### src/rtl/usb_rx_decoder.sv
// USB receive-side decoder: SYNC detect, PID check, bit unstuffing, payload byte assembly.
// Define USB_RX_CRC_CHK_EN to build CRC5 (token) / CRC16 (data) residual checking.
module usb_rx_decoder (
  input  logic       clk,
  input  logic       rst_n,
  input  logic       bit_in,
  input  logic       bit_vld,
  input  logic       eop,
  output logic [1:0] pkt_type,
  output logic [3:0] pid,
  output logic [7:0] byte_out,
  output logic       byte_vld,
  output logic       pkt_done,
  output logic [2:0] err,
  output logic       busy
);

  typedef enum logic [2:0] {
    ST_IDLE,
    ST_SYNC,
    ST_PID,
    ST_PAYLOAD,
    ST_DRAIN
  } state_t;

  localparam logic [1:0] TYPE_TOKEN = 2'b01;
  localparam logic [1:0] TYPE_DATA  = 2'b11;

  state_t      state_q, state_d;
  logic [2:0]  sync_cnt_q, sync_cnt_d;
  logic [2:0]  ones_q, ones_d;
  logic [2:0]  bit_cnt_q, bit_cnt_d;
  logic [7:0]  shift_q, shift_d;
  logic [10:0] byte_cnt_q, byte_cnt_d;
  logic [3:0]  pid_q, pid_d;
  logic [1:0]  pkt_type_q, pkt_type_d;
  logic [7:0]  byte_out_q, byte_out_d;
  logic        byte_vld_q, byte_vld_d;
  logic        pkt_done_q, pkt_done_d;
  logic [2:0]  err_q, err_d;
`ifdef USB_RX_CRC_CHK_EN
  logic [4:0]  crc5_q, crc5_d;
  logic [15:0] crc16_q, crc16_d;
`endif

  logic [7:0]  shift_nxt;
  logic        stuff_slot;
  logic        pid_ok;
  logic [10:0] min_len;
  logic [10:0] max_len;

  assign shift_nxt  = {bit_in, shift_q[7:1]};
  assign stuff_slot = (ones_q == 3'd6);
  assign pid_ok     = (shift_nxt[7:4] == ~shift_nxt[3:0]) && (shift_nxt[1:0] != 2'b00);

  // Byte counts include the trailing CRC bytes.
  always_comb begin
    min_len = 11'd0;
    max_len = 11'd0;
    case (pkt_type_q)
      TYPE_TOKEN: begin
        min_len = 11'd2;
        max_len = 11'd2;
      end
      TYPE_DATA: begin
        min_len = 11'd2;
        max_len = 11'd1026;
      end
      default: begin
        min_len = 11'd0;
        max_len = 11'd0;
      end
    endcase
  end

  always_comb begin
    state_d    = state_q;
    sync_cnt_d = sync_cnt_q;
    ones_d     = ones_q;
    bit_cnt_d  = bit_cnt_q;
    shift_d    = shift_q;
    byte_cnt_d = byte_cnt_q;
    pid_d      = pid_q;
    pkt_type_d = pkt_type_q;
    byte_out_d = byte_out_q;
    byte_vld_d = 1'b0;
    pkt_done_d = 1'b0;
    err_d      = err_q;
`ifdef USB_RX_CRC_CHK_EN
    crc5_d     = crc5_q;
    crc16_d    = crc16_q;
`endif

    case (state_q)
      ST_IDLE: begin
        if (bit_vld && !eop && !bit_in) begin
          state_d    = ST_SYNC;
          sync_cnt_d = 3'd1;
          err_d      = 3'b000;
        end
      end

      ST_SYNC: begin
        if (eop) begin
          state_d = ST_IDLE;
        end else if (bit_vld) begin
          if (sync_cnt_q == 3'd7) begin
            if (bit_in) begin
              state_d    = ST_PID;
              ones_d     = 3'd0;
              bit_cnt_d  = 3'd0;
              byte_cnt_d = 11'd0;
`ifdef USB_RX_CRC_CHK_EN
              crc5_d     = 5'h1F;
              crc16_d    = 16'hFFFF;
`endif
            end else begin
              state_d = ST_IDLE;
            end
          end else if (bit_in) begin
            state_d = ST_IDLE;
          end else begin
            sync_cnt_d = sync_cnt_q + 3'd1;
          end
        end
      end

      ST_PID: begin
        if (eop) begin
          state_d = ST_IDLE;
          if (bit_cnt_q != 3'd0) begin
            pkt_done_d = 1'b1;
            err_d[1]   = 1'b1;
          end
        end else if (bit_vld) begin
          if (stuff_slot) begin
            ones_d = 3'd0;
            if (bit_in) begin
              err_d[1] = 1'b1;
              state_d  = ST_DRAIN;
            end
          end else begin
            ones_d    = bit_in ? ones_q + 3'd1 : 3'd0;
            shift_d   = shift_nxt;
            bit_cnt_d = bit_cnt_q + 3'd1;
            if (bit_cnt_q == 3'd7) begin
              pid_d      = shift_nxt[3:0];
              pkt_type_d = shift_nxt[1:0];
              if (pid_ok) begin
                state_d = ST_PAYLOAD;
              end else begin
                err_d[0] = 1'b1;
                state_d  = ST_DRAIN;
              end
            end
          end
        end
      end

      ST_PAYLOAD: begin
        if (eop) begin
          state_d    = ST_IDLE;
          pkt_done_d = 1'b1;
          if (bit_cnt_q != 3'd0 || byte_cnt_q < min_len) begin
            err_d[1] = 1'b1;
          end
`ifdef USB_RX_CRC_CHK_EN
          if (pkt_type_q == TYPE_TOKEN && crc5_q != 5'h0C) begin
            err_d[2] = 1'b1;
          end
          if (pkt_type_q == TYPE_DATA && crc16_q != 16'h800D) begin
            err_d[2] = 1'b1;
          end
`endif
        end else if (bit_vld) begin
          if (stuff_slot) begin
            ones_d = 3'd0;
            if (bit_in) begin
              err_d[1] = 1'b1;
              state_d  = ST_DRAIN;
            end
          end else begin
            ones_d    = bit_in ? ones_q + 3'd1 : 3'd0;
            shift_d   = shift_nxt;
            bit_cnt_d = bit_cnt_q + 3'd1;
`ifdef USB_RX_CRC_CHK_EN
            crc5_d  = {crc5_q[3:0], 1'b0} ^ ((bit_in ^ crc5_q[4]) ? 5'h05 : 5'h00);
            crc16_d = {crc16_q[14:0], 1'b0} ^ ((bit_in ^ crc16_q[15]) ? 16'h8005 : 16'h0000);
`endif
            if (bit_cnt_q == 3'd7) begin
              // A byte beyond the type's maximum length is never forwarded.
              if (byte_cnt_q == max_len) begin
                err_d[1] = 1'b1;
                state_d  = ST_DRAIN;
              end else begin
                byte_vld_d = 1'b1;
                byte_out_d = shift_nxt;
                byte_cnt_d = byte_cnt_q + 11'd1;
              end
            end
          end
        end
      end

      ST_DRAIN: begin
        if (eop) begin
          state_d    = ST_IDLE;
          pkt_done_d = 1'b1;
        end
      end

      default: begin
        state_d = ST_IDLE;
      end
    endcase
  end

  always_ff @(posedge clk or negedge rst_n) begin
    if (!rst_n) begin
      state_q    <= ST_IDLE;
      sync_cnt_q <= 3'd0;
      ones_q     <= 3'd0;
      bit_cnt_q  <= 3'd0;
      shift_q    <= 8'h00;
      byte_cnt_q <= 11'd0;
      pid_q      <= 4'h0;
      pkt_type_q <= 2'b00;
      byte_out_q <= 8'h00;
      byte_vld_q <= 1'b0;
      pkt_done_q <= 1'b0;
      err_q      <= 3'b000;
    end else begin
      state_q    <= state_d;
      sync_cnt_q <= sync_cnt_d;
      ones_q     <= ones_d;
      bit_cnt_q  <= bit_cnt_d;
      shift_q    <= shift_d;
      byte_cnt_q <= byte_cnt_d;
      pid_q      <= pid_d;
      pkt_type_q <= pkt_type_d;
      byte_out_q <= byte_out_d;
      byte_vld_q <= byte_vld_d;
      pkt_done_q <= pkt_done_d;
      err_q      <= err_d;
    end
  end

`ifdef USB_RX_CRC_CHK_EN
  always_ff @(posedge clk or negedge rst_n) begin
    if (!rst_n) begin
      crc5_q  <= 5'h1F;
      crc16_q <= 16'hFFFF;
    end else begin
      crc5_q  <= crc5_d;
      crc16_q <= crc16_d;
    end
  end
`endif

  assign pkt_type = pkt_type_q;
  assign pid      = pid_q;
  assign byte_out = byte_out_q;
  assign byte_vld = byte_vld_q;
  assign pkt_done = pkt_done_q;
  assign err      = err_q;
  assign busy     = (state_q != ST_IDLE);

endmodule

### config.mk
export PLATFORM = sky130hd
export DESIGN_NAME = usb_rx_decoder
export DESIGN_NICKNAME = d
export VERILOG_FILES = /design/src/rtl/usb_rx_decoder.sv
export SDC_FILE = /design/constraint.sdc
export NUM_CORES = 1
export LEC_CHECK = 0
export ABC_AREA = 1
export CORE_MARGIN = 2
export CORE_UTILIZATION = 38
export DETAILED_ROUTE_END_ITERATION = 16
export PLACE_DENSITY = 0.63
export SLEW_MARGIN = 20
export SYNTH_ARGS = -nofsm -noshare
export SYNTH_HDL_FRONTEND = slang
export SYNTH_SLANG_ARGS = --single-unit
### constraint.sdc
create_clock -name clk -period 2.3 [get_ports clk]
set_clock_uncertainty 0.2 [all_clocks]
set_input_delay 0.575 -clock clk [delete_from_list [all_inputs] [get_ports clk]]
set_output_delay 0.575 -clock clk [all_outputs]
set_load 0.02 [all_outputs]
Word-level counts from Yosys, hierarchy flattened --
Index checks and enable logic that the tools add are counted.
Storage, ports and cells: word-level logic and storage cells 168, flip-flop bits (word level) 49, memory bits (writable) 0, ROM bits 0, output and inout port bits 20, memories 0, bits in latches 0
Operators by class: $mul 0, equal/unequal tests 42, order comparisons 1, bitwise gates (word level) 4, muxes and demuxes 76, shift-type cells 0, add/subtract/negate cells 4, reductions and logical operators 28, div/mod/pow operators 0
Operator list (number):
- $mux 11 | 9
- $mux 3 | 31
- $pmux 11 s2 | 2
- $ne 2x2->1 const B | 20
- $mux 1 | 23
- $ne 3x3->1 const B | 6
- $pmux 3 s2 | 3
- $reduce_and 9->1 | 2
- $ne 4x4->1 const B | 4
- $pmux 3 s5 | 1
- $reduce_and 7->1 | 2
- $eq 3x3->1 const B | 4
- $reduce_and 6->1 | 2
- $add 11x1->11 const B | 1
- $eq 11x11->1 | 1
- $lt 11x11->1 | 1
- $reduce_and 10->1 | 1
- $reduce_bool 2->1 | 5
- $add 3x1->3 const B | 3
- $reduce_bool 3->1 | 3
- $mux 2 | 4
- $reduce_and 8->1 | 1
- $eq 3x2->1 const B | 2
- $reduce_or 2->1 | 3
- 15 further kinds | 21

Logic depth before layout (Yosys ltp) --
depth in word-level cells 9, depth in mapped cells 13

Worst setup path after synthesis --
No wires, ideal clock.
path type reg2reg, start point reg, netlist name pid[0], end point reg byte_out_q[7], in the netlist byte_out[7], stages on the path, launching flop included 12, arrival time 1679 ps, buffers on the path 2, required time 2026 ps, library setup time 74 ps, setup slack 347 ps, cells stage by stage dfrtp_1 -> clkbuf_1 -> ha_1 -> nand3_1 -> nor2_1 -> nand2_1 -> nand2_1 -> inv_2 -> nand2_1 -> buf_4 -> nand2_1 -> o21ai_2
RTL lines:
- end signal, assigned | RTL line 241 | byte_out_q <= byte_out_d;
- end, declared | RTL line 37 | logic [7:0] byte_out_q, byte_out_d;

==> qor.csv <==
metric,value,unit
Routed WL,6.20,mm
ANT cells,0,
worst hold slack,0.0235,ns
synth warn,0,
CP Class,register to primary output,
metal2 WL,2.73,mm
drt first pass iters,4,
Setup TNS,0,ns
vias per inst,4.76,
wire per inst,12.2,um
initial core utilization,39.7,%
Critical path origin,pid[0],
CP startpoint kind,register,
buffer count from post-CTS setup fixing,0,
CP Max Fanout,6,
Fillers,727,
buffers added on ports,23,
worst ir drop on vdd,0.335,mV
clock sinks,46,
CP max-delay cell,clkdlybuf4s50_1,
Die ar.,7910,um2
sequential fraction of the synthesis area,42.0,%
Max clock buf depth,2,
final setup fails,0,
register bit total from synthesis,46,
area of the multi-input gates,1360,um2
NumNets Final,425,
layout cells sized above 1,16.3,%
WP data arrival,1.42,ns
Skew-Pair Late Insertion Delay,0.31,ns
Crit path largest cell delay,0.64,ns
Detail Route met3 WL,211,um
CP Capture Type,primary output,
HPWL after DPL,4.75,mm
Worst R2R Start,ones_q[0],
RSZ-0062 raised after global routing,false,
Finished Cell Area,3340,um2
CTS root buf,clkbuf_8,
Critical Path RT,1.52,ns
register area,1150,um2
Cell variety after synth,28,
Placed Area,3230,um2
antenna-violating nets left,0,
Gate Count Post-Synth,364,
Met1 Routed Length,3.16,mm
Die Span Y,89.0,um
syn nets,378,
die span in x,89.0,um
top layer in use,met4,
Core Region,6910,um2
I/O pin cnt,25,
Initial DRC Count,118,
total CTS buffers,5,
outcome,finished clean,
"commonest non-fill, non-tap cell in the layout",nand2_1,
"Hold Violations, Final",0,
R2R setup slack,0.27,ns
synthesized area per cell,7.53,um2
first-pass GRT wire length,10.6,mm
initial antenna violation count,0,
num rows,30,
Worst Hold Class,input pin to async pin,
Leak,1.66,nW
setup slack after layout,0.107,ns
Max Freq,456,MHz
grt ovf,0,
total power,2.07,mW
gr usage total,17.3,%
vias in the first global route,2255,
Max Cap Viol,0,
crit path time final,2.19,ns
H-Tree Depth,2,
CP Buf/Inv Count,1,
via count,2420,
max-slew violations,0,
CP top delay family,buffers and inverters,
Residual DRC,0,
pre-CTS setup slack,-0.133,ns
routability cong.,0.981,
crit path cell chain,clkdlybuf4s50_1,
final worst path period share,95.3,%
PD cells,619,nW/um2
mapped cell area,2740,um2
clock transition at the registers of the reported paths,0.10,ns
Syn-to-layout area delta,21.6,%
CTS tree,done,
most frequent cells in the layout,"nand2_1, dfrtp_1, inv_1",
largest net degree at the start of global routing,47,
routing by layer:
| metal | GRT usage (%) | vias up |
|---|---|---|
| met2 | 27.8 | 45 |
| met5 | 0 | - |
| met1 | 24.2 | 1106 |
| li1 | - | 1260 |
| met4 | 5.16 | 0 |
| met3 | 2.95 | 9 |
area by class of cell:
| type | count | area share (%) |
|---|---|---|
| clock buffers | 5 | 2.06 |
| clock inverters | 3 | 0.825 |
| inverters | 41 | 4.61 |
| multi-input cells | 265 | 40.7 |
| flip-flops and latches | 46 | 34.5 |
| well taps | 96 | 3.60 |
| repair buffers | 52 | 13.7 |
per-stage QoR:
stage / instances / util (%)
2_1_floorplan: 364 / -
3_3_place_gp: 500 / 46.8
3_5_place_dp: 500 / 46.8
4_1_cts: 508 / 48.2
5_1_grt: 508 / 48.3
6_report: 508 / 48.3
final timing paths:
check                              endpoint  cells after the start
worst max-delay path            pkt_type[0]                      1
worst min register to register  byte_out[5]                      2
worst min-delay path                 pid[1]                      2
max in group asynchronous        state_q[1]                      2
worst max register to register  byte_out[7]                     12
min in group clk                byte_out[5]                      2
registers in the layout, indices dropped and copies added, names as in the netlist:
name / flops
sync_cnt_q: 3
pkt_done: 1
ones_q: 3
byte_vld: 1
bit_cnt_q: 3
err: 2
pid: 4
state_q: 3
byte_out: 8
shift_q: 7
byte_cnt_q: 11
cell usage after synthesis:
| library cell | number | area share, % |
|---|---|---|
| a211oi_1 | 1 | 0.27 |
| a21oi_1 | 10 | 1.8 |
| buf_2 | 4 | 0.73 |
| buf_4 | 5 | 1.4 |
| buf_6 | 2 | 0.82 |
| clkbuf_1 | 1 | 0.14 |
| conb_1 | 1 | 0.14 |
| dfrtp_1 | 46 | 42 |
| ha_1 | 9 | 4.1 |
| inv_1 | 36 | 4.9 |
| inv_2 | 5 | 0.68 |
| nand2_1 | 108 | 15 |
| nand2_2 | 4 | 0.91 |
| nand2_4 | 2 | 0.82 |
| nand3_1 | 26 | 4.7 |
| nand3b_1 | 4 | 1.1 |
| nand4_1 | 6 | 1.4 |
| nor2_1 | 30 | 4.1 |
| nor2_2 | 2 | 0.46 |
| nor2_4 | 3 | 1.2 |
| nor3_1 | 7 | 1.3 |
| nor3_4 | 1 | 0.59 |
| o21ai_0 | 31 | 5.7 |
| o21ai_1 | 1 | 0.18 |
| o21ai_2 | 11 | 3.5 |
| o22ai_1 | 2 | 0.46 |
| or2_1 | 1 | 0.23 |
| xor2_1 | 5 | 1.6 |
what timing repair did:
| item | 4_1_cts | 5_1_grt |
|---|---|---|
| hold buffers | 0 | 0 |
| gates resized for setup | 0 | 2 |
| hold endpoints to repair | 0 | 0 |
| setup endpoints to repair | 0 | 2 |
report_power, final:
group | internal, mW | total (mW) | switching [mW]
combinational | 0.236 | 0.630 | 0.393
sequential | 0.858 | 0.892 | 0.0337
clock | 0.226 | 0.544 | 0.318
logic make-up (layout without fill, tap and decap cells):
group,count (synthesis),in the layout,share of synthesized area (%)
adder cells (fa/ha/maj),9,9,4.11
XOR/XNOR,5,5,1.60
other,1,1,0.137
AND/OR/NAND/NOR,194,194,31.6
flip-flops,46,46,42.0
buffers and inverters,53,101,8.67
AO/OA/AOI/OAI,56,56,11.9
Power figures use the tool's default switching activity.
